## src/rtl/fifo_wr_arb.sv

```systemverilog
// Round-robin write arbiter that shares one 8-bit FIFO write port among NUM_REQ producers.
// Define FIFO_ARB_BURST_EN to let a grantee keep priority for up to MAX_BURST consecutive beats.
module fifo_wr_arb #(
  parameter int NUM_REQ   = 4,
  parameter int MAX_DATA  = 16,
  parameter int ADDR_BITS = 5,
  parameter int MAX_BURST = 4
) (
  input  logic                       clk,
  input  logic                       rst_n,
  input  logic [NUM_REQ-1:0]         req_valid,
  input  logic [8*NUM_REQ-1:0]       req_data,
  output logic [NUM_REQ-1:0]         req_ready,
  input  logic [ADDR_BITS:0]         fifo_count,
  input  logic                       fifo_ren,
  output logic                       fifo_wen,
  output logic [7:0]                 fifo_wdata,
  output logic [$clog2(NUM_REQ)-1:0] grant_id,
  output logic                       busy
);
  localparam int ID_W = $clog2(NUM_REQ);
  localparam logic [ADDR_BITS:0] FULL_CNT = (ADDR_BITS+1)'(MAX_DATA);

  logic [ID_W-1:0]      rr_ptr;
  logic [ID_W-1:0]      winner;
  logic                 found;
  logic                 space;
  logic                 wen;
  logic [2*NUM_REQ-1:0] dbl_valid;
  logic [NUM_REQ-1:0]   rot_valid;

  function automatic logic [ID_W-1:0] next_id(input logic [ID_W-1:0] id);
    return (int'(id) == NUM_REQ-1) ? '0 : id + ID_W'(1);
  endfunction

  // Rotate so that bit 0 is the producer at rr_ptr; lowest set bit wins.
  assign dbl_valid = {req_valid, req_valid} >> rr_ptr;
  assign rot_valid = dbl_valid[NUM_REQ-1:0];

  always_comb begin
    found  = 1'b0;
    winner = '0;
    for (int k = NUM_REQ-1; k >= 0; k--) begin
      if (rot_valid[k]) begin
        found  = 1'b1;
        winner = ID_W'((int'(rr_ptr) + k) % NUM_REQ);
      end
    end
  end

  // A read in the same cycle frees a slot, so writing at full is safe only then.
  assign space    = (fifo_count < FULL_CNT) || fifo_ren;
  assign wen      = found && space && rst_n;
  assign fifo_wen = wen;
  assign busy     = (|req_valid) && !wen && rst_n;

  always_comb begin
    req_ready  = '0;
    fifo_wdata = '0;
    grant_id   = '0;
    if (wen) begin
      req_ready[winner] = 1'b1;
      fifo_wdata        = req_data[8*int'(winner) +: 8];
      grant_id          = winner;
    end
  end

`ifdef FIFO_ARB_BURST_EN
  localparam int BC_W = $clog2(MAX_BURST) + 1;

  logic [BC_W-1:0] burst_cnt;
  logic [BC_W-1:0] beats;

  // rr_ptr parks on the grantee during a burst; a different winner means it dropped valid.
  assign beats = (winner == rr_ptr) ? burst_cnt : '0;

  always_ff @(posedge clk or negedge rst_n) begin
    if (!rst_n) begin
      rr_ptr    <= '0;
      burst_cnt <= '0;
    end else if (wen) begin
      if (int'(beats) < MAX_BURST-1) begin
        rr_ptr    <= winner;
        burst_cnt <= beats + BC_W'(1);
      end else begin
        rr_ptr    <= next_id(winner);
        burst_cnt <= '0;
      end
    end else if (burst_cnt != '0) begin
      rr_ptr    <= next_id(rr_ptr);
      burst_cnt <= '0;
    end
  end
`else
  always_ff @(posedge clk or negedge rst_n) begin
    if (!rst_n) begin
      rr_ptr <= '0;
    end else if (wen) begin
      rr_ptr <= next_id(winner);
    end
  end
`endif

endmodule

```

## config.mk

```make
export PLATFORM = sky130hd
export DESIGN_NAME = fifo_wr_arb
export DESIGN_NICKNAME = d
export VERILOG_FILES = /design/src/rtl/fifo_wr_arb.sv
export SDC_FILE = /design/constraint.sdc
export NUM_CORES = 1
export LEC_CHECK = 0
export BUFFER_PORTS_ARGS = -buffer_cell sky130_fd_sc_hd__buf_2
export CAP_MARGIN = 20
export CORE_AREA = 4 4 43 45
export CTS_BUF_LIST = sky130_fd_sc_hd__clkbuf_4
export CTS_CLUSTER_DIAMETER = 200
export CTS_CLUSTER_SIZE = 40
export DETAILED_ROUTE_END_ITERATION = 8
export DIE_AREA = 0 0 47 49
export PLACE_DENSITY = 0.85
export SKIP_CTS_REPAIR_TIMING = 1
export SYNTH_ARGS = -nofsm -noshare
export SYNTH_HDL_FRONTEND = slang
export SYNTH_SLANG_ARGS = --single-unit
```

## constraint.sdc

```tcl
create_clock -name clk -period 3.5 [get_ports clk]
set_input_delay 0.525 -clock clk [delete_from_list [all_inputs] [get_ports clk]]
set_output_delay 0.525 -clock clk [all_outputs]
set_load 0.02 [all_outputs]
```

# ---- Word level (Yosys, flattened, before mapping)
# Index checks and enable logic that the tools add are counted.
dict set report word_totals {
  register_bits 2
  input_bits 45
  output_inout_bits 16
  elab_cells 33
}
dict set report classes {
  add_sub_neg 4
  order_cmp 3
  n_eq_ne 1
  shift 2
  muxes 14
  reduce_logical 8
}
# op count
set ops {}
lappend ops {{32-bit by 6-bit indexed part select with 8-bit output} 1}
lappend ops {{2-bit 2-to-1 mux} 6}
lappend ops {{8-bit 2-to-1 mux} 1}
lappend ops {{8-bit by 2-bit right shift with 4-bit output} 1}
lappend ops {{6-bit by 5-bit less-than comparator with 1-bit output (second input constant)} 1}
lappend ops {{1-bit logical AND} 5}
lappend ops {{1-bit 2-to-1 mux} 5}
lappend ops {{2-bit by 1-bit adder with 2-bit output (second input constant)} 2}
lappend ops {{2-bit adder (second input constant)} 2}
lappend ops {{4-bit 2-to-1 mux} 1}
lappend ops {{4-bit OR reduction} 1}
lappend ops {{2-bit by 3-bit less-than comparator with 1-bit output (second input constant)} 1}
lappend ops {{1-bit demux with 2-bit select} 1}
lappend ops {{2-bit by 1-bit == test with 1-bit output (second input constant)} 1}
lappend ops {{2-bit by 1-bit greater-or-equal comparator with 1-bit output (second input constant)} 1}
lappend ops {{1-bit logical NOT} 1}
lappend ops {{1-bit logical OR} 1}

# ---- Logic depth before layout (Yosys ltp)
dict set report depth {
  word_depth 10
  mapped_depth 8
  ltp_nobuf 6
}

# ---- Worst setup path before layout
# Ideal clock, no wire load.
dict set report synth_timing {
  path_kind {input to output}
  startpoint {input req_valid[2]}
  endpoint {output fifo_wdata[0]}
  arrival_ns 1.635
  t_required_ns 2.975
  slack_ns 1.340
  stages 7
  n_path_buf 2
  cell_sequence {a21boi_2 o22ai_1 a21o_1 buf_6 buf_12 mux2i_1 o22ai_1}
}
dict set report synth_between {
  elab_chain_cells 8
  elab_cells_between_ends 13
  classes_between {shift (2); mux (9); reduce/logical (2)}
}
# element line_no
set synth_lines {}
lappend synth_lines {{from (decl)} 11} ;# input logic [NUM_REQ-1:0] req_valid,
lappend synth_lines {{8-bit by 2-bit right shift with 4-bit output (*)} 37} ;# assign dbl_valid = {req_valid, req_valid} >> rr_ptr;
lappend synth_lines {{parallel branches: the longest is 6 deep, another holds 32-bit by 6-bit indexed part select with 8-bit output} n/a}
lappend synth_lines {{8-bit 2-to-1 mux (*)} 61} ;# if (wen) begin
lappend synth_lines {{to (decl)} 17} ;# output logic [7:0] fifo_wdata,
# Mark *: on every way between the ends.

# ---- Final worst setup path
dict set report layout_timing {
  startpoint {input req_valid[2]}
  endpoint {output fifo_wdata[7]}
}
# Same word-level chain as after synthesis.

==> reports/results.txt <==
slew margin rel. -> 71.52%
type of the worst min-delay path -> primary input to asynchronous set/reset pin
Cell variety after synth -> 21
initial antenna violation count -> 0
CTS tree -> built
largest net degree at the start of global routing -> 12
vias in the first global route -> 593
final instance area -> 815.8 sq um
core area -> 0.001471 sq mm
Flop pwr share -> 13.5%
clk_skew -> 0.002322 ns
clock tree sinks -> 2
CTS Root Cell -> clkbuf_4
Post-synth top flop -> dfrtp_1
chip width -> 47 um
Tmin final -> 2.592 ns
Leakage -> 0.0005133 uW
Comb power frac -> 71.9%
drt wl/cell -> 11.75 um
Biggest register -> rr_ptr
RSZ-0062 raised after global routing -> no
Core Util, Final -> 55.44%
ranking of synthesized cells by area -> mux2i_1, o22ai_1, dfrtp_1, ha_1, and2_1
asr flop ratio synth -> 100.0%
critical path peak fanout -> 10
hpwl dp -> 1319 um
Placed Area -> 793.3 sq um
Mapped Cells -> 59
pre-CTS WS -> 0.8845 ns
number of synthesized flops with an enable pin -> 0
register area share after synthesis -> 9.479%
Largest regs -> rr_ptr x2
required time of the critical path -> 2.97 ns
# IOs -> 61
Startpoint Class -> primary input
Max Slew Vio Count -> 0
Post-route DRC -> 0
Syn. warnings -> 0
die area -> 0.002303 sq mm
Multi-input gate area -> 420.4 sq um
slew at the pin with the worst max-slew slack -> 0.4272 ns
f_max -> 385.8 MHz
CP endpoint kind -> primary output
first-pass GRT wire length -> 2497 um
synth cell count leaders -> mux2i_1, o22ai_1, and2_1
syn nets -> 108
vias -> 656
Num CTS Buffers -> 3
Tcrit/Tclk final -> 74.06%
top-count cell post-synth -> mux2i_1
setup_tns -> 0 ns
Fin Hold WS -> 0.08884 ns
#FFs+latches synth -> 2
post-route ant nets -> 0
status -> completed
max cap viols -> 0
H-tree levels -> 1
Crit Path Category -> primary input to primary output
Final setup viols -> 0
GRT Total Usage -> 14.73%
worst vdd ir -> 248.4 uV
die height -> 49 um
share of layout cells above drive strength 1 -> 55.17%
switching share of total power -> 45.98%
row count -> 14
Layout fillers -> 154
Synth Area per Inst -> 8.949 sq um
Final Hold Fails -> 0
max reg flops -> 2
internal power -> 188.3 uW
Synth top area share -> 32.23%
Pwr Density -> 427.4 mW/mm^2
Clock Tree Buf Depth -> 2
Final GP Congestion -> 0.7290
clock group share of total power -> 14.5%
register area -> 50.05 sq um
PnR worst setup slack -> 0.9078 ns
Synth area leader -> mux2i_1
via/cell ratio -> 4.970
Clock transition at path regs -> 0.03 ns
detailed-route wire length -> 1551 um
initial drt markers -> 3
effective utilization at floorplan -> 35.88%
GRT Residual Overflow -> 0
area delta synth->final -> 54.50%
I/O Buffers -> 56
switching power -> 160.3 uW
arrival time at the worst endpoint -> 2.07 ns
ANT cells -> 0
worst skew pair latency -> 0.22 ns
Netlist Area Pre-Place -> 528.0 sq um
fin nets -> 167
drt first pass iters -> 3
worst max-delay path, stage by stage:
cell and delay [ns]:
buf_2 0.12, a21boi_2 0.14, o22ai_1 0.14, a21o_1 0.38, buf_4 0.29, mux2i_1 0.21
o22ai_1 0.09, buf_2 0.17
per-stage QoR:
| stage | power, uW | std cells |
|---|---|---|
| after floorplan | 251.2 | 59 |
| after global placement | 293.8 | 129 |
| after detailed placement | 301.6 | 129 |
| after CTS | 354.9 | 132 |
| after global routing | 386.2 | 132 |
| final | 348.7 | 132 |
worst paths after layout:
| path | cells past startpoint | slack, ns | start | endpoint |
|---|---|---|---|---|
| max | 8 | 0.91 | req_valid[2] | fifo_wdata[7] |
| min | 1 | 0.09 | rst_n | rr_ptr[1]$_DFFE_PN0P_ |
| max reg2reg | 6 | 1.66 | rr_ptr[1]$_DFFE_PN0P_ | rr_ptr[1]$_DFFE_PN0P_ |
| min reg2reg | 1 | 0.59 | rr_ptr[0]$_DFFE_PN0P_ | rr_ptr[0]$_DFFE_PN0P_ |
| max in group asynchronous | 1 | 3.30 | rst_n | rr_ptr[0]$_DFFE_PN0P_ |
| min in group clk | 1 | 0.59 | rr_ptr[0]$_DFFE_PN0P_ | rr_ptr[0]$_DFFE_PN0P_ |
power groups by stage:
stage,combinational (uW),sequential (uW),clock (uW)
after floorplan,207,44.5,0
after global placement,247,46.3,0
after detailed placement,254,47.3,0
after CTS,255,46.9,52.8
final,251,47.2,50.7
after global routing,281,48.7,56.8
kinds of logic (layout without fill, tap and decap cells):
logic type	Yosys count	count (layout)	synth area share, %
adders and majority gates	4	4	9.479
buffers and inverters	7	64	10.90
muxes	18	18	34.36
AOI/OAI and AO/OA	17	17	23.22
and+or+nand+nor	11	11	12.56
DFF	2	2	9.479
layer usage:
layer / part of all wire [%] / up-vias / global-route usage, % / wire [um]
li1: - / 335 / - / -
met1: 36 / 282 / 16.74 / 560
met2: 52 / 35 / 23.76 / 799
met3: 9.5 / 4 / 2.583 / 148
met4: 2.8 / 0 / 9.677 / 43
met5: 0 / - / 0 / 0
area by class of cell:
cell class / count / area share, %
multi-input cells: 50 / 51.53
repair buffers: 57 / 35.28
flip-flops and latches: 2 / 6.135
clock buffers: 3 / 2.761
well taps: 16 / 2.454
inverters: 4 / 1.840
cells in the final DEF, fill, tap and decap left out, types with 2 or more instances in the layout:
| master | netlist | routed |
|---|---|---|
| and2_1 | 5 | 5 |
| buf_2 | 0 | 56 |
| clkbuf_4 | 0 | 3 |
| dfrtp_1 | 2 | 2 |
| ha_1 | 4 | 4 |
| inv_1 | 4 | 4 |
| mux2i_1 | 17 | 17 |
| nand3b_1 | 2 | 2 |
| o21a_1 | 2 | 2 |
| o22ai_1 | 9 | 9 |
Power figures use the tool's default switching activity.
